<file path="src/rtl/mux_scan_sel_pkg.sv">
// Shared definitions for the scanning channel selector.
package mux_scan_sel_pkg;

   // Selector operating mode as seen on the mode input.
   typedef enum logic {
      MODE_MANUAL = 1'b0,
      MODE_SCAN   = 1'b1
   } mode_e;

endpackage

</file>
<file path="src/rtl/mux_scan_sel_rr_next_ch.sv">
// Round-robin channel finder: first set bit of mask at or above ptr,
// wrapping from NUM_CH-1 back to 0. Purely combinational.
module rr_next_ch
   import mux_scan_sel_pkg::*;
#(
   parameter int unsigned NUM_CH = 8,
   parameter int unsigned SEL_W  = $clog2(NUM_CH)
)
(
   input  logic [SEL_W-1:0]  i_ptr,
   input  logic [NUM_CH-1:0] i_mask,
   output logic              o_found,
   output logic [SEL_W-1:0]  o_idx
);

   // Rotate-by-ptr, priority-encode, unrotate folded into one upward walk.
   always_comb begin : search
      logic [SEL_W:0] w_pos;
      o_found = 1'b0;
      o_idx   = '0;
      w_pos   = '0;
      for (int unsigned i = 0; i < NUM_CH; i++) begin
         w_pos = {1'b0, i_ptr} + (SEL_W+1)'(i);
         if (w_pos >= (SEL_W+1)'(NUM_CH)) begin
            w_pos = w_pos - (SEL_W+1)'(NUM_CH);
         end
         if (!o_found && i_mask[w_pos[SEL_W-1:0]]) begin
            o_found = 1'b1;
            o_idx   = w_pos[SEL_W-1:0];
         end
      end
   end

endmodule

</file>
<file path="src/rtl/mux_scan_sel.sv">
// N:1 channel selector with registered valid/ready output stage.
// Manual mode outputs the pointed channel; scan mode round-robins over
// enabled channels starting from the pointer.
module mux_scan_sel
   import mux_scan_sel_pkg::*;
#(
   parameter int unsigned NUM_CH = 8,
   parameter int unsigned DATA_W = 1,
   parameter int unsigned SEL_W  = $clog2(NUM_CH)
)
(
   input  logic                     clk,
   input  logic                     rst_n,
   input  logic [NUM_CH*DATA_W-1:0] i_in,
   input  logic [NUM_CH-1:0]        i_ch_en,
   input  logic                     i_mode,
   input  logic [SEL_W-1:0]         i_sel_in,
   input  logic                     i_sel_load,
   output logic [DATA_W-1:0]        o_out_data,
   output logic [SEL_W-1:0]         o_out_sel,
   output logic                     o_out_valid,
   input  logic                     i_out_ready,
   output logic                     o_sel_err
);

   logic [SEL_W-1:0]  r_ptr;
   logic [DATA_W-1:0] r_data;
   logic [SEL_W-1:0]  r_sel;
   logic              r_valid;
   logic              r_err;

   mode_e             w_mode;
   logic              w_scan_found;
   logic [SEL_W-1:0]  w_scan_idx;
   logic [SEL_W-1:0]  w_cand;
   logic              w_cand_ok;
   logic [DATA_W-1:0] w_cand_data;
   logic              w_slot_free;
   logic              w_load;
   logic              w_sel_ok;
   logic [SEL_W:0]    w_cand_inc;
   logic [SEL_W-1:0]  w_ptr_adv;

   assign w_mode = mode_e'(i_mode);

   rr_next_ch #(
      .NUM_CH (NUM_CH),
      .SEL_W  (SEL_W)
   ) u_rr (
      .i_ptr   (r_ptr),
      .i_mask  (i_ch_en),
      .o_found (w_scan_found),
      .o_idx   (w_scan_idx)
   );

   assign w_cand      = (w_mode == MODE_SCAN) ? w_scan_idx : r_ptr;
   assign w_cand_ok   = (w_mode == MODE_SCAN) ? w_scan_found : i_ch_en[r_ptr];
   assign w_slot_free = !r_valid || i_out_ready;
   assign w_load      = w_slot_free && w_cand_ok;
   assign w_sel_ok    = ({1'b0, i_sel_in} < (SEL_W+1)'(NUM_CH));
   assign w_cand_inc  = {1'b0, w_cand} + (SEL_W+1)'(1);
   assign w_ptr_adv   = (w_cand_inc == (SEL_W+1)'(NUM_CH)) ? '0 : w_cand_inc[SEL_W-1:0];

   // Pick the candidate channel's sample out of the packed input bus.
   always_comb begin : cand_data
      w_cand_data = '0;
      for (int unsigned k = 0; k < NUM_CH; k++) begin
         if (w_cand == SEL_W'(k)) begin
            w_cand_data = i_in[k*DATA_W +: DATA_W];
         end
      end
   end

   // Output register: capture on a free slot, drop valid if nothing to send.
   always_ff @(posedge clk or negedge rst_n) begin
      if (!rst_n) begin
         r_data  <= '0;
         r_sel   <= '0;
         r_valid <= 1'b0;
      end else if (w_load) begin
         r_data  <= w_cand_data;
         r_sel   <= w_cand;
         r_valid <= 1'b1;
      end else if (w_slot_free) begin
         r_valid <= 1'b0;
      end
   end

   // Pointer: a valid host load beats the scan advance; bad loads flag an error.
   always_ff @(posedge clk or negedge rst_n) begin
      if (!rst_n) begin
         r_ptr <= '0;
         r_err <= 1'b0;
      end else begin
         r_err <= i_sel_load && !w_sel_ok;
         if (i_sel_load) begin
            if (w_sel_ok) begin
               r_ptr <= i_sel_in;
            end
         end else if (w_load && (w_mode == MODE_SCAN)) begin
            r_ptr <= w_ptr_adv;
         end
      end
   end

   assign o_out_data  = r_data;
   assign o_out_sel   = r_sel;
   assign o_out_valid = r_valid;
   assign o_sel_err   = r_err;

endmodule

</file>
<file path="config.mk">
export PLATFORM = sky130hd
export DESIGN_NAME = mux_scan_sel
export DESIGN_NICKNAME = d
export VERILOG_FILES = /design/src/rtl/mux_scan_sel_pkg.sv /design/src/rtl/mux_scan_sel_rr_next_ch.sv /design/src/rtl/mux_scan_sel.sv
export SDC_FILE = /design/constraint.sdc
export NUM_CORES = 1
export LEC_CHECK = 0
export ABC_AREA = 0
export CAP_MARGIN = 0
export CORE_ASPECT_RATIO = 0.8
export CORE_MARGIN = 3
export CORE_UTILIZATION = 55
export CTS_BUF_LIST = sky130_fd_sc_hd__clkbuf_4 sky130_fd_sc_hd__clkbuf_8
export DETAILED_ROUTE_END_ITERATION = 7
export PLACE_DENSITY_LB_ADDON = 0.3
export SYNTH_ARGS = -nofsm -noshare
export SYNTH_HDL_FRONTEND = slang
export SYNTH_SLANG_ARGS = --single-unit
</file>
<file path="constraint.sdc">
create_clock -name clk -period 12.1 [get_ports clk]
set_clock_uncertainty 0.2 [all_clocks]
set_input_delay 3.025 -clock clk [delete_from_list [all_inputs] [get_ports clk]]
set_output_delay 3.025 -clock clk [all_outputs]
set_load 0.02 [all_outputs]
</file>
==> results of run 1 <==
==> metal layers <==
| metal | track usage (%) | wire length [microns] | up-vias |
|---|---|---|---|
| met5 | 0 | 0 | - |
| met4 | 4.04 | 9 | 0 |
| met3 | 8.08 | 455 | 4 |
| met2 | 37.4 | 1960 | 108 |
| met1 | 35.6 | 1810 | 772 |
| li1 | - | - | 738 |
==> cell usage in the layout (no fill, tap or decap), types with 3 or more instances in the layout <==
cell,count
sky130_fd_sc_hd__ha_1,7
sky130_fd_sc_hd__nand2b_1,3
sky130_fd_sc_hd__mux2i_1,15
sky130_fd_sc_hd__nor2b_1,3
sky130_fd_sc_hd__mux2_2,8
sky130_fd_sc_hd__dfrtp_1,8
sky130_fd_sc_hd__mux4_2,10
sky130_fd_sc_hd__inv_1,7
sky130_fd_sc_hd__nor2_1,8
sky130_fd_sc_hd__o21ai_0,10
sky130_fd_sc_hd__nand2_1,20
sky130_fd_sc_hd__a21oi_1,5
sky130_fd_sc_hd__a211oi_1,3
sky130_fd_sc_hd__clkbuf_8,3
sky130_fd_sc_hd__mux2_1,3
sky130_fd_sc_hd__clkdlybuf4s50_1,28
sky130_fd_sc_hd__o211ai_1,5
sky130_fd_sc_hd__nor3_1,4
sky130_fd_sc_hd__nand3_1,3
sky130_fd_sc_hd__o21ai_1,4
==> kinds of logic (layout without fill, tap and decap cells) <==
family,after synthesis,count (layout)
buffers and inverters,22,40
and+or+nand+nor,60,60
xor gates and xnor gates,3,3
muxes,39,39
DFF,8,8
other,1,1
AOI/OAI and AO/OA,46,46
adders and majority gates,7,7
==> synth_stat cells, types with 2 or more instances <==
cell type / count
sky130_fd_sc_hd__nand2_1: 20
sky130_fd_sc_hd__mux2i_1: 15
sky130_fd_sc_hd__mux4_2: 10
sky130_fd_sc_hd__o21ai_0: 10
sky130_fd_sc_hd__dfrtp_1: 8
sky130_fd_sc_hd__mux2_2: 8
sky130_fd_sc_hd__nor2_1: 8
sky130_fd_sc_hd__buf_2: 7
sky130_fd_sc_hd__ha_1: 7
sky130_fd_sc_hd__inv_1: 7
sky130_fd_sc_hd__a21oi_1: 5
sky130_fd_sc_hd__o211ai_1: 5
sky130_fd_sc_hd__nor3_1: 4
sky130_fd_sc_hd__o21ai_1: 4
sky130_fd_sc_hd__a211oi_1: 3
sky130_fd_sc_hd__clkbuf_1: 3
sky130_fd_sc_hd__mux2_1: 3
sky130_fd_sc_hd__nand2b_1: 3
sky130_fd_sc_hd__nand3_1: 3
sky130_fd_sc_hd__nor2b_1: 3
sky130_fd_sc_hd__a21o_1: 2
sky130_fd_sc_hd__a22oi_1: 2
sky130_fd_sc_hd__and2_1: 2
sky130_fd_sc_hd__buf_6: 2
sky130_fd_sc_hd__mux2i_2: 2
sky130_fd_sc_hd__nand2_2: 2
sky130_fd_sc_hd__nand3b_1: 2
sky130_fd_sc_hd__nand4_1: 2
sky130_fd_sc_hd__nor3b_1: 2
sky130_fd_sc_hd__o22ai_1: 2
sky130_fd_sc_hd__xnor2_1: 2
==> registers in the layout, indices dropped and copies added, names as in the netlist <==
name and cells:
o_out_sel 3, r_ptr 3, o_out_data 1, o_out_valid 1
==> worst max-delay path, delay by kind of cell <==
kind | cells | cell delay (ns)
muxes | 5 | 1.40
AOI/OAI and AO/OA | 6 | 1.18
and+or+nand+nor | 4 | 0.77
buffers and inverters | 1 | 0.56
adders and majority gates | 1 | 0.29
==> through the flow <==
step                instance area, sq um  cells  power, W
finish                              1940    242  0.000306
global route                        1940    242  0.000328
CTS                                 1940    242  0.000302
detailed placement                  1900    239  0.000268
global placement                    1900    239  0.000263
floorplan                           1650    186  0.000215
==> path summary, 6_finish.rpt <==
| check | start | endpoint | cells after the start |
|---|---|---|---|
| worst max register to register | r_ptr[1] | o_out_data | 18 |
| worst min-delay path | o_out_valid | o_out_valid | 2 |
| worst max-delay path | i_ch_en[7] | o_out_data | 17 |
| max in group asynchronous | rst_n | r_ptr[0] | 1 |
| worst min register to register | o_out_valid | o_out_valid | 2 |
| min in group asynchronous | rst_n | o_out_sel[0] | 1 |
==> power by group through the flow <==
| stage | Sequential [W] | Clock, W | Combinational, W |
|---|---|---|---|
| after floorplan | 0.0000491 | 0 | 0.000166 |
| after global placement | 0.0000479 | 0 | 0.000215 |
| after detailed placement | 0.0000483 | 0 | 0.000220 |
| after CTS | 0.0000481 | 0.0000329 | 0.000221 |
| after global routing | 0.0000500 | 0.0000340 | 0.000244 |
| final | 0.0000487 | 0.0000323 | 0.000225 |
==> area by class of cell <==
type                    count  area, sq um
flip-flops and latches      8          200
clock buffers               3         41.3
fillers                   232          865
well taps                  38         47.5
multi-input cells         156         1340
inverters                   8         30.0
repair buffers             29          288
==> out/qor_table.md, run 1 <==
| Group | Metric | This run |
|---|---|---|
| status | Outcome | finished, final reports clean |
| worst setup path | Largest incremental delay on the critical path | 0.62 ns |
| yosys | Number of register bits inferred by synthesis | 8 |
| worst setup path | Worst setup path category | primary input to register |
| yosys | Area fraction in and, or, nand and nor cells after synthesis | 19.9% |
| die | Initial standard-cell utilization of the core | 58.6% |
| grt | Antenna violations before repair | 0 |
| clock network | CTS clock-pin slew for the worst setup and hold paths | 0.05 ns |
| sta | Maximum operating frequency | 137 MHz |
| final layout | Antenna cell count | 0 |
| worst setup path | Setup slack of the most critical reg-to-reg path | 6.21 ns |
| die | Floorplan Core Area | 2810 sq um |
| placement | Count of buffers from port buffering | 28 |
| yosys | Share of the synthesized area in compound gates (AO/OA/AOI/OAI) | 20.7% |
| yosys | Top area cells in the synthesized netlist | sky130_fd_sc_hd__mux4_2, sky130_fd_sc_hd__dfrtp_1, sky130_fd_sc_hd__mux2i_1 |
| sta | Transition time at the pin with the least slew margin | 0.814 ns |
| yosys | Warnings, synthesis | 0 |
| yosys | Cell area after synthesis | 1650 sq um |
| yosys | Multiplexer share of the synthesized area | 32.9% |
| final layout | Net total in the final layout | 237 |
| power | Power share of the sequential group | 15.9% |
| clock network | CTS tree | done |
| placement | Post-placement worst setup slack | 4.75 ns |
| die | FP Rows | 17 |
| worst setup path | Worst path arrival time | 7.23 ns |
| die | Die extent in x | 67.2 microns |
| die | IO Count | 30 |
| yosys | Mean Syn Cell Area | 8.85 sq um |
| yosys | Sequential cell area fraction in the yosys report | 12.2% |
| yosys | Primary flip-flop cell chosen by synthesis mapping | sky130_fd_sc_hd__dfrtp_1 |
| yosys | Most area-hungry cell type in the Yosys netlist | sky130_fd_sc_hd__mux4_2 |
| final layout | Final core utilization | 69.2% |
| yosys | Synth Area in XOR/XNOR | 2.05% |
| power | Fraction of power spent switching nets | 46.8% |
| final layout | Area growth syn-to-layout | 18.0% |
| sta | Final number of hold-violating endpoints | 0 |
| sta | Final setup viols | 0 |
| power | Cell Pwr Density | 157 nW/um^2 |
| power | Worst ir drop on vdd | 0.132 mV |
| route | Detail-routed via count per cell | 6.70 |
| worst setup path | Critical path startpoint category | primary input |
| route | Initial detailed-routing violation count | 154 |
| yosys | Number of enable-type register cells in the synthesized netlist | 0 |
| yosys | Post-synthesis cell type count | 59 |
| clock network | H-tree levels | 1 |
| clock network | Number of clock sinks | 8 |
| grt | First-pass GRT wire length | 6960 microns |
| sta | Rel. slew slack | 45.7% |
| route | Final ANT Viol Nets | 0 |
| sta | Final cycle utilization of the critical path | 60.5% |
| worst setup path | Required time worst endpoint | 12.00 ns |
| grt | GRT overflow | 0 |
| yosys | Main combinational cell family by area after synthesis | multiplexers |
| worst setup path | Worst path most repeated cell | sky130_fd_sc_hd__mux2i_1 |
| grt | Number of global-route vias before repair | 1472 |
| placement | Placed wire-length estimate after detailed placement | 3300 microns |
| placement | RD Place Congestion | 0.964 |
| grt | GRT Resource Usage Total | 24.9% |
| flow run | Maxcap violations | 0 |
| grt | Maximum number of pins on one net before global-route repair | 28 |
| power | Switching Power | 0.000143 W |
| min path | Worst hold-check path type | register to register |
| sta | Smallest hold slack | 0.307 ns |
| clock network | Maximum root-to-sink buffer count | 2 |
| clock network | Root Buffer | sky130_fd_sc_hd__clkbuf_8 |
| power | P_int | 0.000163 W |
| clock network | Cells resized by post-CTS repair | 0 |
| sta | Slack of the critical path | 4.78 ns |
| sta | Setup repair after global routing missed its margin | no |
| sta | Final worst path period need | 7.32 ns |
| yosys | Post-Synthesis Net Count | 217 |
| yosys | Share of the synthesized area in the top cell type | 13.7% |
| route | Total wirelength of the detailed-routed design | 4240 microns |
| yosys | Mapped Cells | 186 |
| sta | Total negative slack | 0 ns |
| worst setup path | Cell chain of the critical path | clkdlybuf4s50_1 -> mux4_2 -> nor2_1 -> a32o_2 -> nand2_2 -> o41ai_2 -> o21a_2 -> mux2i_1 -> ha_1 -> nand2_1 -> o21ai_0 -> mux2i_1 -> o21ai_0 -> mux2i_1 -> a211oi_1 -> mux2_4 -> or3_1 |
| worst setup path | Kind of end point of the critical path | register |
| clock network | Post-CTS Setup Bufs | 0 |
| yosys | Share of flip-flops with an asynchronous set or reset | 100% |
| route | Detailed-router iteration count before antenna repair | 5 |
| worst setup path | Critical-path top delay cell | sky130_fd_sc_hd__mux4_2 |
| worst setup path | Maximum fanout along the worst path | 8 |
| die | Area of the die | 3690 sq um |
| route | Via Count | 1622 |
| power | Reported leakage power | 0.759 nW |
| clock network | Latest clock arrival within the worst-skew pair | 0.23 ns |
| power | Combinational cell fraction of total power | 73.5% |
| route | DRC violations left | 0 |
| die | Die extent in y | 54.9 microns |
| clock network | Quantity of hold-fixing buffers added after cts | 0 |
| clock network | Clock buffer count from CTS | 3 |
| final layout | Layout cell share with drive strength beyond 1 | 19.6% |
| yosys | Fraction of the mapped netlist area in adder cells | 5.32% |
| power | Clock power frac | 10.6% |
| sta | Final-report max-slew violation count | 0 |
| route | Routed WL per cell | 17.5 microns |
(Power assumes the default switching activity.)
==> run 2: changes to the inputs <==
==> constraint.sdc (replaced) <==
create_clock -name clk -period 6.8 [get_ports clk]
set_clock_uncertainty 0.2 [all_clocks]
set_input_delay 1.7 -clock clk [delete_from_list [all_inputs] [get_ports clk]]
set_output_delay 1.7 -clock clk [all_outputs]
set_load 0.02 [all_outputs]
==> run 2 against run 1 <==
Against the previous run:
- via count decreased by 0.62%
- utilization increased by 0.27 points
- sequential power increased by 62%
- power increased by 79%
- die area unchanged
- design area increased by 0.39%
- combinational power increased by 82%
- routed wire length increased by 2.1%
- cell count increased by 0.41%
- register-to-register slack got worse by 4.4 ns
- first-iteration DRC count increased by 15%
- sequential cell count unchanged
==> out/qor_table.md, run 2 (synthesis gave the netlist of run 1 again) <==
| Group | Metric | This run |
|---|---|---|
| placement | Count of buffers from port buffering | 28 |
| power | P_int | 0.000291 W |
| worst setup path | Maximum fanout along the worst path | 9 |
| die | Floorplan Core Area | 2810 sq um |
| route | Detailed-router iteration count before antenna repair | 5 |
| worst setup path | Kind of end point of the critical path | register |
| sta | Final number of hold-violating endpoints | 0 |
| final layout | Antenna cell count | 0 |
| route | Final ANT Viol Nets | 0 |
| final layout | Commonest non-fill, non-tap cell in the layout | sky130_fd_sc_hd__clkdlybuf4s50_1 |
| sta | Final worst path period need | 5.92 ns |
| route | Initial detailed-routing violation count | 177 |
| final layout | Area growth syn-to-layout | 18.5% |
| placement | Placed wire-length estimate after detailed placement | 3310 microns |
| clock network | CTS clock-pin slew for the worst setup and hold paths | 0.05 ns |
| clock network | Number of clock sinks | 8 |
| sta | Final cycle utilization of the critical path | 87.0% |
| sta | Setup repair after global routing missed its margin | no |
| final layout | Net total in the final layout | 238 |
| clock network | Post-CTS Setup Bufs | 0 |
| sta | Rel. slew slack | 51.2% |
| clock network | H-tree levels | 1 |
| worst setup path | Worst path arrival time | 5.83 ns |
| route | DRC violations left | 0 |
| power | Power share of the sequential group | 14.5% |
| sta | Final setup viols | 0 |
| grt | Maximum number of pins on one net before global-route repair | 28 |
| grt | GRT Resource Usage Total | 24.5% |
| clock network | Maximum root-to-sink buffer count | 2 |
| final layout | Footprint of the flip-flops and latches | 200 sq um |
| power | Switching Power | 0.000256 W |
| worst setup path | Critical-path top delay cell | sky130_fd_sc_hd__clkdlybuf4s50_1 |
| grt | Number of global-route vias before repair | 1443 |
| die | IO Count | 30 |
| power | Worst ir drop on vdd | 0.211 mV |
| final layout | Multi-input gate area in the final layout | 1340 sq um |
| clock network | Quantity of hold-fixing buffers added after cts | 0 |
| die | Die extent in y | 54.9 microns |
| die | FP Rows | 17 |
| final layout | Commonest cells after routing, fill and taps aside | sky130_fd_sc_hd__clkdlybuf4s50_1, sky130_fd_sc_hd__nand2_1, sky130_fd_sc_hd__mux2i_1 |
| power | Combinational cell fraction of total power | 74.8% |
| final layout | Filler instances | 223 |
| power | Overall Power | 0.000547 W |
| flow run | Maxcap violations | 0 |
| power | Cell Pwr Density | 280 nW/um^2 |
| sta | Transition time at the pin with the least slew margin | 0.731 ns |
| grt | First-pass GRT wire length | 6910 microns |
| power | Reported leakage power | 0.764 nW |
| final layout | Layout cell share with drive strength beyond 1 | 20.0% |
| clock network | Root Buffer | sky130_fd_sc_hd__clkbuf_8 |
| die | Die extent in x | 67.2 microns |
| clock network | Latest clock arrival within the worst-skew pair | 0.23 ns |
| grt | GRT overflow | 0 |
| clock network | CTS tree | done |
| die | Area of the die | 3690 sq um |
| power | Fraction of power spent switching nets | 46.9% |
| route | Via Count | 1612 |
| sta | Maximum operating frequency | 169 MHz |
| final layout | Final core utilization | 69.5% |
| status | Outcome | finished, final reports clean |
| grt | Antenna violations before repair | 0 |
| worst setup path | Critical path startpoint category | primary input |
| min path | Worst hold-check path type | register to register |
| worst setup path | Largest incremental delay on the critical path | 0.58 ns |
| final layout | Final non-filler cell total | 243 |
| die | Initial standard-cell utilization of the core | 58.6% |
| route | Routed WL per cell | 17.8 microns |
| sta | Total negative slack | 0 ns |
| worst setup path | Cell chain of the critical path | clkdlybuf4s50_1 -> mux2_1 -> a221oi_1 -> a32o_2 -> nand4_1 -> a21boi_0 -> a22oi_2 -> inv_2 -> ha_1 -> nand2_1 -> o21ai_0 -> mux2i_1 -> o21ai_0 -> mux2i_1 -> a211oi_1 -> mux2_4 -> or3_1 |
| worst setup path | Required time worst endpoint | 6.71 ns |
| route | Total wirelength of the detailed-routed design | 4330 microns |
| clock network | Clock buffer count from CTS | 3 |
| route | Detail-routed via count per cell | 6.63 |
| sta | Final-report max-slew violation count | 0 |
| placement | RD Place Congestion | 0.947 |
| placement | Number of placed cells counting well taps | 240 |
| clock network | Cells resized by post-CTS repair | 0 |
| worst setup path | Worst setup path category | primary input to register |
| power | Clock power frac | 10.7% |
## run 2: cell count changes in the layout (fill, tap and decap cells not counted)
cell                    previous run  this run
sky130_fd_sc_hd__buf_4             1         2
## run 2: worst paths after layout
check                            start      endpoint  slack, ns  cells after the start
setup / recovery            i_ch_en[4]    o_out_data       0.88                     17
hold / removal             o_out_valid   o_out_valid       0.31                      2
setup reg to reg              r_ptr[1]    o_out_data       1.77                     18
hold reg to reg            o_out_valid   o_out_valid       0.31                      2
max in group asynchronous        rst_n  o_out_sel[0]       4.55                      1
min in group asynchronous        rst_n      r_ptr[2]       1.57                      1
## run 2: power by group through the flow
stage                     clock network [W]  logic [W]  registers [W]
after detailed placement                  0   0.000399      0.0000792
final                             0.0000585   0.000409      0.0000791
after CTS                         0.0000596   0.000402      0.0000789
after global routing              0.0000620   0.000441      0.0000811
after floorplan                           0   0.000296      0.0000873
after global placement                    0   0.000390      0.0000783
## run 2: critical path: cells and delay by family
kind,cells,cell delay [ns]
adder cells (fa/ha/maj),1,0.25
AO/OA/AOI/OAI,7,1.54
AND/OR/NAND/NOR,3,0.65
buffers and inverters,2,0.66
multiplexers,4,1.02
## run 2: layout make-up
type / count / area share [%]
sequential: 8 / 10.3
tap: 38 / 2.44
multi-input combinational: 156 / 68.5
clock buffer: 3 / 2.12
inverter: 8 / 1.54
timing repair buffer: 30 / 15.1
## run 2: metal layers
metal	wire, microns	track usage [%]	vias up
met2	1920	37.2	114
met3	515	5.45	15
met5	0	0	-
met4	43	2.02	0
met1	1850	36.9	743
li1	-	-	740
## run 2: through the flow
stage | setup WS, ns | area (sq um) | hold slack [ns]
final | 0.882 | 1950 | 0.310
after global routing | 0.722 | 1950 | 0.329
after CTS | 1.02 | 1950 | 0.321
after detailed placement | 0.827 | 1910 | 0.306
after global placement | 0.936 | 1910 | 0.290
after floorplan | 1.64 | 1650 | 0.407
==> run 3: changes to the inputs <==
--- a/config.mk
+++ b/config.mk
@@ -12,7 +12,9 @@
 export CORE_UTILIZATION = 55
 export CTS_BUF_LIST = sky130_fd_sc_hd__clkbuf_4 sky130_fd_sc_hd__clkbuf_8
 export DETAILED_ROUTE_END_ITERATION = 7
+export MAX_ROUTING_LAYER = met4
 export PLACE_DENSITY_LB_ADDON = 0.3
+export SLEW_MARGIN = 40
 export SYNTH_ARGS = -nofsm -noshare
 export SYNTH_HDL_FRONTEND = slang
 export SYNTH_SLANG_ARGS = --single-unit
==> run 3 against run 2 <==
Against the previous run:
- sequential share of layout area stayed put
- combinational power about the same
- critical path depth is the same
- die area stayed put
- first-iteration DRC count is 15% lower
- routed wire length down 0.69%
- clock-buffer cell count stayed put
- cell count stayed put
- register-to-register slack improved by 0.04 ns
- maximum frequency up 0.27%
- sequential power about the same
==> out/qor_table.md, run 3 (synthesis gave the netlist of run 1 again) <==
| Group | Metric | This run |
|---|---|---|
| sta | Final worst path period need | 5.90 ns |
| grt | Maximum number of pins on one net before global-route repair | 28 |
| die | Die extent in y | 54.9 microns |
| clock network | CTS clock-pin slew for the worst setup and hold paths | 0.05 ns |
| die | Die extent in x | 67.2 microns |
| power | Overall Power | 0.000544 W |
| final layout | Antenna cell count | 0 |
| worst setup path | Setup slack of the most critical reg-to-reg path | 1.81 ns |
| final layout | Area growth syn-to-layout | 18.5% |
| clock network | Cells resized by post-CTS repair | 0 |
| power | Reported leakage power | 0.764 nW |
| final layout | Net total in the final layout | 238 |
| worst setup path | Kind of end point of the critical path | register |
| sta | Setup repair after global routing missed its margin | no |
| worst setup path | Cell chain of the critical path | clkdlybuf4s50_1 -> mux2_1 -> a221oi_1 -> a32o_2 -> nand4_1 -> a21boi_0 -> a22oi_2 -> inv_2 -> ha_1 -> nand2_1 -> o21ai_0 -> mux2i_1 -> o21ai_0 -> mux2i_1 -> a211oi_1 -> mux2_4 -> or3_1 |
| worst setup path | Worst setup path category | primary input to register |
| die | FP Rows | 17 |
| sta | Final number of hold-violating endpoints | 0 |
| min path | Hold Crit Depth | 2 |
| placement | Placed wire-length estimate after detailed placement | 3310 microns |
| clock network | Root Buffer | sky130_fd_sc_hd__clkbuf_8 |
| die | IO Count | 30 |
| route | Via Count | 1584 |
| worst setup path | WP buf/inv | 2 |
| final layout | Commonest non-fill, non-tap cell in the layout | sky130_fd_sc_hd__clkdlybuf4s50_1 |
| worst setup path | Required time worst endpoint | 6.71 ns |
| clock network | Number of clock sinks | 8 |
| sta | Rel. slew slack | 53.1% |
| sta | Transition time at the pin with the least slew margin | 0.703 ns |
| grt | GRT Resource Usage Total | 25.2% |
| route | Total wirelength of the detailed-routed design | 4300 microns |
| final layout | Layout cell share with drive strength beyond 1 | 20.0% |
| route | Routed WL per cell | 17.7 microns |
| grt | Number of global-route vias before repair | 1449 |
| worst setup path | R2R cell count | 18 |
| clock network | H-tree levels | 1 |
| route | DRC violations left | 0 |
| worst setup path | Largest incremental delay on the critical path | 0.59 ns |
| placement | Count of buffers from port buffering | 28 |
| grt | Antenna violations before repair | 0 |
| placement | RD Place Congestion | 0.964 |
| worst setup path | Critical path startpoint category | primary input |
| die | Initial standard-cell utilization of the core | 58.6% |
| route | Final ANT Viol Nets | 0 |
| worst setup path | Maximum fanout along the worst path | 9 |
| die | Area of the die | 3690 sq um |
| route | Detail-routed via count per cell | 6.52 |
| grt | First-pass GRT wire length | 6890 microns |
| placement | Post-placement worst setup slack | 0.827 ns |
| sta | Final-report max-slew violation count | 0 |
| grt | GRT overflow | 0 |
| worst setup path | CP top delay family | compound AO/OA/AOI/OAI gates |
| clock network | Post-CTS Setup Bufs | 0 |
| clock network | Latest clock arrival within the worst-skew pair | 0.23 ns |
| sta | Final setup viols | 0 |
| min path | Start point of the worst hold path | o_out_valid |
| clock network | Quantity of hold-fixing buffers added after cts | 0 |
| sta | Slack of the critical path | 0.898 ns |
| route | Detailed-router iteration count before antenna repair | 4 |
| die | Floorplan Core Area | 2810 sq um |
| sta | Maximum operating frequency | 169 MHz |
| flow run | Maxcap violations | 0 |
| min path | Worst hold path endpoint | o_out_valid |
| power | Cell Pwr Density | 279 nW/um^2 |
| clock network | Clock buffer count from CTS | 3 |
| worst setup path | Beginning of the worst register-to-register path | r_ptr[1] |
| status | Outcome | finished, final reports clean |
| clock network | CTS tree | done |
| route | Initial detailed-routing violation count | 150 |
| worst setup path | Critical-path top delay cell | sky130_fd_sc_hd__clkdlybuf4s50_1 |
| worst setup path | Capturing point of the worst reg2reg path | o_out_data |
| sta | Total negative slack | 0 ns |
| worst setup path | Timing startpoint of the critical path | i_ch_en[4] |
| clock network | Maximum root-to-sink buffer count | 2 |
| worst setup path | Worst path arrival time | 5.81 ns |
| power | Worst ir drop on vdd | 0.211 mV |
| final layout | Commonest cells after routing, fill and taps aside | sky130_fd_sc_hd__clkdlybuf4s50_1, sky130_fd_sc_hd__nand2_1, sky130_fd_sc_hd__mux2i_1 |
| min path | Worst hold-check path type | register to register |
| sta | Final cycle utilization of the critical path | 86.8% |
-- run 3: cell counts in the layout (fill, tap and decap cells not counted) --
Identical to the previous run, type by type.
-- run 3: worst reg2reg max path, stage by stage (launching register included) --
cell and delay, ns:
sky130_fd_sc_hd__dfrtp_1 0.34, sky130_fd_sc_hd__inv_1 0.12, sky130_fd_sc_hd__ha_1 0.68, sky130_fd_sc_hd__mux2_1 0.42, sky130_fd_sc_hd__a221oi_1 0.47, sky130_fd_sc_hd__a32o_2 0.28
sky130_fd_sc_hd__nand4_1 0.22, sky130_fd_sc_hd__a21boi_0 0.21, sky130_fd_sc_hd__a22oi_2 0.26, sky130_fd_sc_hd__inv_2 0.08, sky130_fd_sc_hd__ha_1 0.25, sky130_fd_sc_hd__nand2_1 0.09
sky130_fd_sc_hd__o21ai_0 0.09, sky130_fd_sc_hd__mux2i_1 0.12, sky130_fd_sc_hd__o21ai_0 0.09, sky130_fd_sc_hd__mux2i_1 0.19, sky130_fd_sc_hd__a211oi_1 0.12, sky130_fd_sc_hd__mux2_4 0.30
sky130_fd_sc_hd__or3_1 0.36
-- run 3: worst max path at each step --
stage	end	cells past startpoint
2_1_floorplan	o_out_data	17
3_3_place_gp	o_out_data	17
3_5_place_dp	o_out_data	17
4_1_cts	o_out_data	17
5_1_grt	o_out_data	17
6_report	o_out_data	17
-- run 3: cell type report --
type	count	area [sq um]
Sequential cell	8	200
Inverter	8	30.0
Multi-Input combinational cell	156	1340
Timing Repair Buffer	30	295
Tap cell	38	47.5
Clock buffer	3	41.3
Fill cell	223	857
-- run 3: where the power goes --
group / switching, W / internal, W / total, W
Sequential: 0.0000156 / 0.0000633 / 0.0000789
Clock: 0.0000199 / 0.0000385 / 0.0000583
Combinational: 0.000218 / 0.000189 / 0.000407
-- run 3: layer usage --
layer  vias up  share of wire [%]  GRT usage [%]
li1        738                  -              -
met2        85                 45           37.2
met3         7                 10           5.45
met4         0               0.79           2.02
met1       754                 44           36.9
met5         -                  0              -
-- run 3: through the flow --
| stage | utilization, % | std cells | cell area [sq um] | hold WS [ns] |
|---|---|---|---|---|
| after floorplan | - | 186 | 1650 | 0.407 |
| after global placement | 68.0 | 240 | 1910 | 0.290 |
| after detailed placement | 68.0 | 240 | 1910 | 0.306 |
| after CTS | 69.5 | 243 | 1950 | 0.321 |
| after global routing | 69.5 | 243 | 1950 | 0.329 |
| final | 69.5 | 243 | 1950 | 0.310 |
==> patch (flow settings as in run 2) <==
Reset style: synchronous (`rst_n`), changed in 2 clocked blocks.
--- a/src/rtl/mux_scan_sel.sv
+++ b/src/rtl/mux_scan_sel.sv
@@ -72,7 +72,7 @@
    end
 
    // Output register: capture on a free slot, drop valid if nothing to send.
-   always_ff @(posedge clk or negedge rst_n) begin
+   always_ff @(posedge clk) begin
       if (!rst_n) begin
          r_data  <= '0;
          r_sel   <= '0;
@@ -87,7 +87,7 @@
    end
 
    // Pointer: a valid host load beats the scan advance; bad loads flag an error.
-   always_ff @(posedge clk or negedge rst_n) begin
+   always_ff @(posedge clk) begin
       if (!rst_n) begin
          r_ptr <= '0;
          r_err <= 1'b0;
Function: differs if rst_n is asserted again (counterexample within 4 cycles, from zero or initial values and one cycle with rst_n low); with rst_n held inactive, the same outputs for 10 cycles.
==> patch against run 2 <==
- sequential cell count stayed put
- critical path depth stayed put
- wire length is 7.5% higher
- maximum frequency is 2.2% higher
- non-clock buffer count stayed put
- largest power group unchanged
- design area is 2.8% higher
- global-route usage is 2.0 points higher
- total power is 25% lower
- largest cell class unchanged
- first-iteration DRC count is 20% lower
- combinational power is 30% lower
- synthesized area is 4.7% higher
- utilization is 0.37 points higher
- worst setup slack better by 0.13 ns
==> patch: results (changes against run 2) <==
status=finished clean; worst r2r src=r_ptr[0]$_SDFFE_PN0P_; GRT Resource Usage Total=0.265 (+0.0202); worst r2r dst=o_out_data$_SDFFE_PN0P_; Yosys cell types=58 (-1.7%); Placer Congestion=0.897 (-5.3%); filler instances=232 (+4.0%); Synth Net Count=219 (+0.92%); largest net degree at the start of global routing=20 (-29%); Max VDD drop=0.000129 V (-39%); number of DRC markers in iteration 0=141 (-20%); main flop type after synthesis=dfxtp_1; ant diodes=0 (unchanged); WP data arrival=5.74 ns (-0.09 ns); Root Buffer=clkbuf_8; flop2flop setup slack=around 1.8 ns; final hold vios=0 (unchanged); htree depth=1 (unchanged); switching power=0.181 mW (-29%); initial antenna violation count=0 (unchanged); global-route wire length before repair=7.84 mm (+13%); Detail Route Antenna Nets=0 (unchanged); length of the first detailed-routing pass in iterations=4 (-1); yosys warns=0 (unchanged); Tightest Hold Check Type=reg2reg; Worst Tran Pin Value=0.867 ns (+0.135 ns); DP Wirelength=3.56 mm (+7.6%); Hold Crit Start=o_out_data$_SDFFE_PN0P_; worst-path fanout max=11 (+2); total wire length=4.65 mm (+7.5%); routed vias/inst=6.90 (+4.0%); post-CTS resize count=0 (unchanged); dpl ws=0.887 ns (+0.0609 ns); hold endpoint=o_out_data$_SDFFE_PN0P_; Worst Hold Depth=2 (unchanged); Layout Cells excl Fill=242 (-0.41%); Post-Syn Area per Cell=9.17 um^2 (+3.6%); Slew Viols, Final=0 (unchanged); Leak Pwr=0.737 nW (-3.5%); vias in the first global route=1602 (+11%); synth top area cells=mux4_2 (22%), dfxtp_1 (9.3%), mux2i_1 (6.4%); layout cell share with drive strength beyond 1=0.196 (-0.00392); Max clock buf depth=2 (unchanged); Post-synth ARST share=0 (-1.00); Synth top cells by count=mux4_2 (17), nand2_1 (15), mux2i_1 (11), nand3_1 (9), nor2_1 (9); sequential area share after synthesis=0.0929 (-0.0287)
==> patch: cell types whose count changed in the layout (fill, tap and decap cells not counted), sizes merged, moves of 4 or more <==
cell / change
mux2i: -6
nand3: +6
nand2: -7
dfrtp: -8
a31oi: +4
dfxtp: +8
mux4: +8
and2: -4
o21ai: -7
nor3: -4
==> patch: worst max path at each step <==
stage                from  cells past startpoint  slack, ns                       to
6_report       i_ch_en[7]                     17       1.01  o_out_data$_SDFFE_PN0P_
3_5_place_dp   i_ch_en[7]                     17       0.89  o_out_data$_SDFFE_PN0P_
5_1_grt        i_ch_en[7]                     17       0.76  o_out_data$_SDFFE_PN0P_
3_3_place_gp   i_ch_en[3]                     16       1.04  o_out_data$_SDFFE_PN0P_
4_1_cts        i_ch_en[7]                     17       1.12  o_out_data$_SDFFE_PN0P_
2_1_floorplan  i_ch_en[6]                     16       1.79  o_out_data$_SDFFE_PN0P_
==> patch: power groups by stage <==
stage                     combinational, mW  sequential (mW)  clock (mW)
after floorplan                       0.216           0.0641           0
after global placement                0.272           0.0622           0
after detailed placement              0.281           0.0623           0
after CTS                             0.281           0.0615      0.0607
after global routing                  0.310           0.0629      0.0650
final                                 0.288           0.0616      0.0598
==> patch: cell type report <==
cell class	instances	area, um^2	share of cell area
Inverter	8	30.0	0.0150
Tap cell	38	47.5	0.0237
Clock buffer	3	41.3	0.0206
Timing Repair Buffer	30	295	0.147
Multi-Input combinational cell	155	1430	0.714
Sequential cell	8	160	0.0799
==> patch: stage by stage <==
step,cell area (um^2),utilization,hold slack (ns)
finish,2010,0.698,0.292
global route,2010,0.698,0.308
CTS,2010,0.698,0.292
detailed placement,1960,0.684,0.284
global placement,1960,0.684,0.280
floorplan,1720,-,0.360
==> patch: cell families (layout without fill, tap and decap cells) <==
group	after synthesis	after routing	synth area share
simple gates	53	53	0.163
compound gates	50	50	0.217
mux	40	40	0.377
buf+inv	25	41	0.0769
flops	8	8	0.0929
fa+ha+maj	7	7	0.0508
xor+xnor	4	4	0.0203
other cells	1	1	0.00217
==> patch: layer usage <==
| layer | up-vias | track usage | routed length (um) |
|---|---|---|---|
| li1 | 774 | - | - |
| met1 | 804 | 0.395 | 2020 |
| met2 | 85 | 0.373 | 2090 |
| met3 | 7 | 0.0788 | 504 |
| met4 | 0 | 0.0595 | 43 |
| met5 | - | 0 | 0 |
==> patch: critical path: stages <==
cell and delay [ns]:
clkdlybuf4s50_1 0.62, mux4_2 0.61, nor2_1 0.15, a32oi_1 0.20, a2111oi_0 0.46, o22ai_1 0.18, a21o_1 0.23, inv_1 0.09
ha_1 0.20, ha_1 0.22, nand3b_1 0.10, a311oi_1 0.27, a21oi_1 0.08, o211ai_1 0.18, a21o_1 0.14, nand3_1 0.08
o32ai_2 0.22
